File: config.mk
export PLATFORM = sky130hd
export DESIGN_NAME = dut_cmd_issuer
export DESIGN_NICKNAME = d
export VERILOG_FILES = /design/src/rtl/dut_if_pkg.sv /design/src/rtl/sync_fifo.sv /design/src/rtl/dut_cmd_issuer.sv
export SDC_FILE = /design/constraint.sdc
export NUM_CORES = 1
export LEC_CHECK = 0
export CORE_MARGIN = 2
export CORE_UTILIZATION = 50
export DETAILED_ROUTE_END_ITERATION = 8
export GPL_ROUTABILITY_DRIVEN = 0
export PLACE_DENSITY = 0.82
export RECOVER_POWER = 100
export SETUP_SLACK_MARGIN = 0.5
export SLEW_MARGIN = 20
export SYNTH_ARGS = -nofsm -noshare
export SYNTH_HDL_FRONTEND = slang
export SYNTH_SLANG_ARGS = --single-unit
File: constraint.sdc
create_clock -name CLK -period 7.61 [get_ports CLK]
set_input_delay 1.1415 -clock CLK [delete_from_list [all_inputs] [get_ports CLK]]
set_output_delay 1.1415 -clock CLK [all_outputs]
set_load 0.01 [all_outputs]
File: src/rtl/dut_if_pkg.sv
// Shared definitions for the dut command issuer:
// op encoding, default widths, FSM states, command layout.
package dut_if_pkg;

   localparam int DEF_ADDR_W = 3;
   localparam int DEF_DATA_W = 1;

   localparam logic OP_WRITE = 1'b0;
   localparam logic OP_READ  = 1'b1;

   typedef enum logic [1:0] {
      ST_IDLE,
      ST_ISSUE,
      ST_HOLD_RSP
   } state_e;

   typedef struct packed {
      logic                  op;
      logic [DEF_ADDR_W-1:0] addr;
      logic [DEF_DATA_W-1:0] data;
   } cmd_t;

endpackage

File: src/rtl/sync_fifo.sv
// Single-clock FIFO with occupancy count.
// Head reads as zero while the FIFO is empty.
module sync_fifo #(
   parameter int WIDTH = 8,
   parameter int DEPTH = 4
) (
   input  logic                     clk,
   input  logic                     rst_n,
   input  logic                     push,
   input  logic                     pop,
   input  logic [WIDTH-1:0]         din,
   output logic                     full,
   output logic                     empty,
   output logic [WIDTH-1:0]         head,
   output logic [$clog2(DEPTH):0]   count
);

   localparam int AW = $clog2(DEPTH);
   localparam int CW = AW + 1;

   logic [WIDTH-1:0] mem_q [DEPTH];
   logic [WIDTH-1:0] mem_d [DEPTH];
   logic [AW-1:0]    wptr_q, wptr_d;
   logic [AW-1:0]    rptr_q, rptr_d;
   logic [CW-1:0]    cnt_q, cnt_d;
   logic             do_push;
   logic             do_pop;

   assign full    = (cnt_q == CW'(DEPTH));
   assign empty   = (cnt_q == '0);
   assign count   = cnt_q;
   assign head    = empty ? '0 : mem_q[rptr_q];
   assign do_push = push && !full;
   assign do_pop  = pop && !empty;

   always_comb begin
      mem_d  = mem_q;
      wptr_d = wptr_q;
      rptr_d = rptr_q;
      cnt_d  = cnt_q;
      if (do_push) begin
         mem_d[wptr_q] = din;
         wptr_d        = wptr_q + AW'(1);
      end
      if (do_pop) begin
         rptr_d = rptr_q + AW'(1);
      end
      if (do_push && !do_pop) begin
         cnt_d = cnt_q + CW'(1);
      end else if (!do_push && do_pop) begin
         cnt_d = cnt_q - CW'(1);
      end
   end

   always_ff @(posedge clk or negedge rst_n) begin
      if (!rst_n) begin
         mem_q  <= '{default: '0};
         wptr_q <= '0;
         rptr_q <= '0;
         cnt_q  <= '0;
      end else begin
         mem_q  <= mem_d;
         wptr_q <= wptr_d;
         rptr_q <= rptr_d;
         cnt_q  <= cnt_d;
      end
   end

endmodule

File: src/rtl/dut_cmd_issuer.sv
// Buffers write/read commands, issues them in order on the dut
// enable/ready ports and queues read results for the consumer.
module dut_cmd_issuer
   import dut_if_pkg::*;
#(
   parameter int ADDR_W    = DEF_ADDR_W,
   parameter int DATA_W    = DEF_DATA_W,
   parameter int CMD_DEPTH = 4,
   parameter int RSP_DEPTH = 4,
   parameter int CNT_W     = 8
) (
   input  logic              CLK,
   input  logic              RST_N,
   input  logic              cmd_valid,
   output logic              cmd_ready,
   input  logic              cmd_op,
   input  logic [ADDR_W-1:0] cmd_addr,
   input  logic [DATA_W-1:0] cmd_data,
   output logic              rsp_valid,
   input  logic              rsp_ready,
   output logic [ADDR_W-1:0] rsp_addr,
   output logic [DATA_W-1:0] rsp_data,
   output logic [ADDR_W-1:0] write_address,
   output logic [DATA_W-1:0] write_data,
   output logic              write_en,
   input  logic              write_rdy,
   output logic [ADDR_W-1:0] read_address,
   output logic              read_en,
   input  logic [DATA_W-1:0] read_data,
   input  logic              read_rdy,
   output logic              busy,
   output logic [CNT_W-1:0]  wr_count,
   output logic [CNT_W-1:0]  rd_count
);

   localparam int CMD_W  = 1 + ADDR_W + DATA_W;
   localparam int RSP_W  = ADDR_W + DATA_W;
   localparam int CMD_CW = $clog2(CMD_DEPTH) + 1;
   localparam int RSP_CW = $clog2(RSP_DEPTH) + 1;

   state_e             state_q, state_d;
   logic [CNT_W-1:0]   wr_count_q, wr_count_d;
   logic [CNT_W-1:0]   rd_count_q, rd_count_d;

   logic               cmd_push, cmd_pop;
   logic               cmd_full, cmd_empty;
   logic [CMD_W-1:0]   cmd_head;
   logic [CMD_CW-1:0]  cmd_count;
   logic               rsp_push, rsp_pop;
   logic               rsp_full, rsp_empty;
   logic [RSP_W-1:0]   rsp_head;
   logic [RSP_CW-1:0]  rsp_count;
   logic               rsp_unused;

   logic               head_op;
   logic [ADDR_W-1:0]  head_addr;
   logic [DATA_W-1:0]  head_data;
   logic               fire;
   logic               more;

   assign cmd_ready  = RST_N && !cmd_full;
   assign cmd_push   = cmd_valid && cmd_ready;
   assign rsp_valid  = !rsp_empty;
   assign rsp_pop    = rsp_valid && rsp_ready;
   assign rsp_addr   = rsp_head[RSP_W-1:DATA_W];
   assign rsp_data   = rsp_head[DATA_W-1:0];
   assign rsp_unused = ^rsp_count;

   assign head_op    = cmd_head[CMD_W-1];
   assign head_addr  = cmd_head[CMD_W-2:DATA_W];
   assign head_data  = cmd_head[DATA_W-1:0];

   // An entry pushed this cycle counts, so a burst keeps issuing.
   assign more     = (cmd_count > CMD_CW'(1)) || cmd_push;
   assign busy     = !cmd_empty || (state_q != ST_IDLE);
   assign wr_count = wr_count_q;
   assign rd_count = rd_count_q;

   sync_fifo #(
      .WIDTH (CMD_W),
      .DEPTH (CMD_DEPTH)
   ) u_cmd_fifo (
      .clk   (CLK),
      .rst_n (RST_N),
      .push  (cmd_push),
      .pop   (cmd_pop),
      .din   ({cmd_op, cmd_addr, cmd_data}),
      .full  (cmd_full),
      .empty (cmd_empty),
      .head  (cmd_head),
      .count (cmd_count)
   );

   sync_fifo #(
      .WIDTH (RSP_W),
      .DEPTH (RSP_DEPTH)
   ) u_rsp_fifo (
      .clk   (CLK),
      .rst_n (RST_N),
      .push  (rsp_push),
      .pop   (rsp_pop),
      .din   ({head_addr, read_data}),
      .full  (rsp_full),
      .empty (rsp_empty),
      .head  (rsp_head),
      .count (rsp_count)
   );

   always_comb begin
      state_d       = state_q;
      wr_count_d    = wr_count_q;
      rd_count_d    = rd_count_q;
      write_en      = 1'b0;
      read_en       = 1'b0;
      write_address = '0;
      write_data    = '0;
      read_address  = '0;
      cmd_pop       = 1'b0;
      rsp_push      = 1'b0;
      fire          = 1'b0;
      unique case (state_q)
         ST_IDLE: begin
            if (!cmd_empty || cmd_push) state_d = ST_ISSUE;
         end
         ST_ISSUE: begin
            write_address = head_addr;
            write_data    = head_data;
            read_address  = head_addr;
            if (cmd_empty) begin
               state_d = ST_IDLE;
            end else begin
               unique case (head_op)
                  OP_WRITE: begin
                     write_en = write_rdy;
                     if (write_en) begin
                        fire       = 1'b1;
                        wr_count_d = wr_count_q + CNT_W'(1);
                     end
                  end
                  OP_READ: begin
                     if (rsp_full) begin
                        state_d = ST_HOLD_RSP;
                     end else begin
                        read_en = read_rdy;
                        if (read_en) begin
                           fire       = 1'b1;
                           rsp_push   = 1'b1;
                           rd_count_d = rd_count_q + CNT_W'(1);
                        end
                     end
                  end
               endcase
            end
            if (fire) begin
               cmd_pop = 1'b1;
               state_d = more ? ST_ISSUE : ST_IDLE;
            end
         end
         ST_HOLD_RSP: begin
            if (!rsp_full) state_d = ST_ISSUE;
         end
         default: state_d = ST_IDLE;
      endcase
   end

   always_ff @(posedge CLK or negedge RST_N) begin
      if (!RST_N) begin
         state_q    <= ST_IDLE;
         wr_count_q <= '0;
         rd_count_q <= '0;
      end else begin
         state_q    <= state_d;
         wr_count_q <= wr_count_d;
         rd_count_q <= rd_count_d;
      end
   end

endmodule
Yosys cells after proc, flatten, opt, wreduce, memory -nomap -nowiden
Cells that the tools add are included.
- muxes and demuxes: 46
- eq/ne operators: 8
- bitwise logic cells: 7
- shift-type cells: 0
- $lt $le $gt $ge: 7
- reduce and logical (&&, ||, !) cells: 33
- multiply operators: 0
- div/mod/pow operators: 0
- $add $sub $neg: 10
- operators with widths (kind ; number):
    20-bit bitwise mux ; 1
    5-bit two-way mux ; 4
    1-bit two-way mux ; 19
    8-bit by 1-bit adder with 8-bit output, second input constant ; 2
    16-bit bitwise mux ; 1
    4-bit two-way mux ; 4
    3-bit two-way mux ; 5
    1-bit logical AND ; 13
    3-bit >= comparator, second input constant ; 4
    2-bit two-way mux ; 6
    2-bit inverter with 3-bit output ; 4
    5-bit binary-select mux with 2-bit select ; 1
    5-bit demux with 2-bit select ; 1
    2-bit by 1-bit adder with 2-bit output, second input constant ; 4
    4-bit binary-select mux with 2-bit select ; 1
    4-bit demux with 2-bit select ; 1
    1-bit logical NOT ; 8
    4-bit by 3-bit != test with 1-bit output, second input constant ; 2
    4-bit AND reduction ; 2
    3-bit by 1-bit adder with 3-bit output, second input constant ; 2
    3-bit equality test, second input constant ; 2
    3-bit logical NOT ; 2
    3-bit by 1-bit < comparator with 1-bit output, second input constant ; 2
    2-bit case mux with 3 select lines ; 1
    other kinds (11) ; 19
- output and inout bits: 32
- bits in registers: 68
- memory bits (writable): 0
- input bits: 12
- ROM bits: 0
- latch bits: 0
- memories: 0
- word-level logic and storage cells: 128

Logic depth before layout (Yosys ltp)
- depth after elaboration: 15
- depth in mapped cells: 12
- gate-level depth less buffers: 11

Modules after synthesis
A second synthesis with hierarchy kept.
- cell total of the unflattened synthesis: 263
- area total of the unflattened synthesis: 3409.5 µm²
- modules (own cells, without submodules) (module ; cells each ; area each (µm²) ; sequential area each (µm²) ; times used):
    sync_fifo at u_cmd_fifo ; 92 ; 1303.8 ; 675.6 ; 1
    sync_fifo at u_rsp_fifo ; 81 ; 1133.6 ; 575.6 ; 1
    dut_cmd_issuer ; 90 ; 972.2 ; 450.4 ; 1

Worst setup path after synthesis
OpenSTA, ideal clock, no wires.
- path kind: input to output
- start point: input read_rdy
- end point: output read_en
- cell stages on the path: 4
- required time: 6468 ps
- slack: 4716 ps
- arrival: 1753 ps
- buffers on the path: 2
- path through: and2b_2 > and3_1 > buf_6 > buf_12
- longest elaborated chain between the ends: 4
- ends and longest elaborated chain (what ; RTL line ; text):
    start, declared ; dut_cmd_issuer.sv:30 ; input logic read_rdy,
    1-bit two-way mux ; dut_cmd_issuer.sv:141 ; if (rsp_full) begin
    1-bit two-way mux ; dut_cmd_issuer.sv:132 ; unique case (head_op)
    1-bit two-way mux ; dut_cmd_issuer.sv:129 ; if (cmd_empty) begin
    1-bit two-way mux ; dut_cmd_issuer.sv:121 ; unique case (state_q)
    end, declared ; dut_cmd_issuer.sv:28 ; output logic read_en,
No other way between the ends.

Worst setup path after layout
- start point: register u_cmd_fifo.cnt_q[0] (netlist: u_cmd_fifo.count[0])
- end point: output write_en
- longest elaborated chain between the ends: 5
- ends and longest elaborated chain (what ; RTL line ; text):
    start, declared ; sync_fifo.sv:25 ; logic [CW-1:0] cnt_q, cnt_d;
    start signal, assigned ; sync_fifo.sv:65 ; cnt_q <= cnt_d;
    3-bit logical NOT (*) ; sync_fifo.sv:30 ; assign empty = (cnt_q == '0);
    5-bit two-way mux ; sync_fifo.sv:32 ; assign head = empty ? '0 : mem_q[rptr_q];
    1-bit two-way mux ; dut_cmd_issuer.sv:132 ;
    1-bit two-way mux (*) ; dut_cmd_issuer.sv:129 ;
    1-bit two-way mux (*) ; dut_cmd_issuer.sv:121 ;
    end, declared ; dut_cmd_issuer.sv:25 ; output logic write_en,
Every way passes the cells marked *; elsewhere a longest branch is shown, timed or not.

==> results.toml <==
[clock_tree]
cts_buffer_depth = 2
cts_root_buf = "clkbuf_8"
clk_latency_ps = 340
cts.sinks = 68
ctsHoldBuffers = 0
cts_resized = 0
clkTransAtPathRegs_ps = 70
cts_htree_levels = 3
cts_tree = "yes"
post_cts_buffers = 0
cts_buffers = 9

[synth]
yosysSeqAreaShare_pct = 49.7
yosysWarnings = 0
synth_top_cell_by_area = "dfrtp_1"
synth.avg_cell_area_um2 = 13.2
synthFlopType = "dfrtp_1"
syn_area_um2 = 3420
synth.area.top_cells = "dfrtp_1, mux2_2, ha_1"
synth_top_area_share_pct = 49.7
ys_async_sr_fraction_pct = 100
synth_cell_types = 38
yosysMostFrequentCell = "dfrtp_1"
synth-edff-count = 0
synth_commonest_cells = "dfrtp_1, mux2_2, nand2_1, xnor2_1, ha_1"
netlist_instances = 260
syn_nets = 289
ys_seq_elements = 68

[route]
routed_wl_um = 6190
first_iter_violations = 87
via_count = 2092
ant_nets = 0
drcViolationCount = 0
via_per_inst = 5.38
wl_met3_um = 157
met1_length_um = 2760
firstDrtPassIters = 4
routedWlPerCell_um = 15.9
maxUsedRoutingLayer = "met4"
met2RoutedLength_um = 3180

[layout]
antennaDiodeCount = 0
nNetsFinal = 333
areaGrowthSynthToFinish_pct = 19.8
drive_above_1_share_pct = 21.7
nFillCells = 530

[placement]
hpwl_um = 4420
io_buffers = 43
dp_slack_ps = 3450

[global_route]
grt_pass1_wl_um = 9780
grt_overflow = 0
grt_max_degree = 70
grt_util_all_layers_pct = 17.4
grt_antenna_before_repair = 0
grt_pass1_vias = 2038

[setup_path]
cp_slowest_cell = "nor3_1"
critPathKind = "reg2out"
cp.arrival_ps = 3530
crit_path_cell_trace = "inv_1 > ha_1 > or2b_2 > and3_2 > nor3_1 > dlygate4sd3_1"
cp_max_fo = 14
cp_slowest_stage_delay_ps = 1050
worst_ep_required_time_ps = 6470
cp-end-kind = "output pin"
startpoint_type = "flop"
cp_top_family = "simple AND/OR/NAND/NOR gates"
critical_path_buf_inv_count = 2

[timing]
holdWs_ps = 478
maxSlewHeadroom_pct = 11.3
rsz0062_at_grt = "no"
max_freq_ghz = 0.214
fin_crit_ps = 4680
setup_violations = 0
final_max_slew_viol_count = 0
fin_tns_setup_ps = 0
period_share_pct = 61.4
hold_violations = 0
skew_ps = 8.05
final.setup.worst_slack_ps = 2930
worst_slew_pin_slew_ps = 1320

[status]
status = "finished clean"

[die]
coreArea_um2 = 6720
pin_count = 44
dieArea_um2 = 7520
start_util_pct = 50.9
die_x_um = 86.7
die_h_um = 86.7
rows = 30

[power_and_ir_drop]
p_leak_nw = 1.89
peakVddDrop_uv = 149
power.density_nw_per_um2 = 432

[job]
cap_violations = 0

[worst_hold_path]
hp-class = "reg2reg"
[per-layer routing]
layer | vias up | track usage (%)
met5 | - | 0
met4 | 0 | 7.67
met3 | 9 | 3.71
met2 | 35 | 28.7
met1 | 1050 | 22.3
li1 | 998 | -
[logic make-up after synthesis]
family	share of synthesized area (%)
and+or+nand+nor	11.2
DFF	49.7
muxes	20.2
xor gates and xnor gates	6.65
buffers and inverters	3.55
adders and majority gates	6.43
AOI/OAI and AO/OA	2.23
[power breakdown]
part	internal, mW	switching, mW
Combinational	0.422	0.327
Clock	0.235	0.127
Sequential	0.520	0.141
Total	1.18	0.596
[registers in the layout, summed over array words and instances (netlist names)]
signal / count
rd_count: 8
state_q: 2
u_cmd_fifo.rptr_q: 2
u_cmd_fifo.count: 3
u_cmd_fifo.wptr_q: 2
u_rsp_fifo.count: 3
u_rsp_fifo.mem_q: 16
u_rsp_fifo.rptr_q: 2
wr_count: 8
u_rsp_fifo.wptr_q: 2
u_cmd_fifo.mem_q: 20
[worst reg2reg max path: cells and delay by family (launching register included)]
family	cells	cell delay, ps
and+or+nand+nor	5	1930
DFF	1	430
adders and majority gates	2	620
xor gates and xnor gates	1	160
buffers and inverters	1	100
[layout by cell type (no fill, tap or decap), types with 6 or more instances in the layout]
| cell type | netlist | routed |
|---|---|---|
| xor2_1 | 8 | 8 |
| inv_1 | 7 | 7 |
| clkdlybuf4s50_1 | 0 | 8 |
| nand4_1 | 7 | 7 |
| and3_1 | 10 | 10 |
| and2_1 | 7 | 7 |
| clkbuf_8 | 0 | 11 |
| xnor2_1 | 18 | 18 |
| nand2_1 | 18 | 18 |
| mux2_2 | 39 | 39 |
| dfrtp_1 | 68 | 68 |
| nor2_1 | 6 | 6 |
| dlygate4sd3_1 | 0 | 34 |
| ha_1 | 16 | 16 |
[final timing paths]
| check | from | endpoint | slack (ps) | depth (start not counted) |
|---|---|---|---|---|
| worst max-delay path | u_cmd_fifo.count[0] | write_en | 2930 | 6 |
| worst min-delay path | wr_count[7] | wr_count[7] | 480 | 1 |
| worst max register to register | u_cmd_fifo.count[0] | u_cmd_fifo.count[2] | 4300 | 9 |
| worst min register to register | wr_count[7] | wr_count[7] | 480 | 1 |
| max in group asynchronous | RST_N | u_cmd_fifo.mem_q[19] | 5900 | 2 |
| min in group asynchronous | RST_N | u_rsp_fifo.mem_q[12] | 1170 | 2 |
[layout make-up]
cell class | count | area [um^2] | area share (%)
Sequential cell | 68 | 1700 | 41.5
Clock buffer | 12 | 155 | 3.78
Inverter | 7 | 26.3 | 0.641
Tap cell | 80 | 100 | 2.44
Timing Repair Buffer | 44 | 432 | 10.5
Multi-Input combinational cell | 174 | 1590 | 38.8
Clock inverter | 4 | 95.1 | 2.32
[per-stage QoR]
stage          utilization, %  area [um^2]  std cells  total power [mW]
6_report                 61.0         4100        389              1.77
5_1_grt                  61.0         4100        389              1.90
4_1_cts                  61.2         4110        389              1.83
3_5_place_dp             57.5         3860        373              1.46
3_3_place_gp             57.5         3860        373              1.42
2_1_floorplan               -         3420        260              1.21
Note: power is estimated with default switching activity, not from simulation.
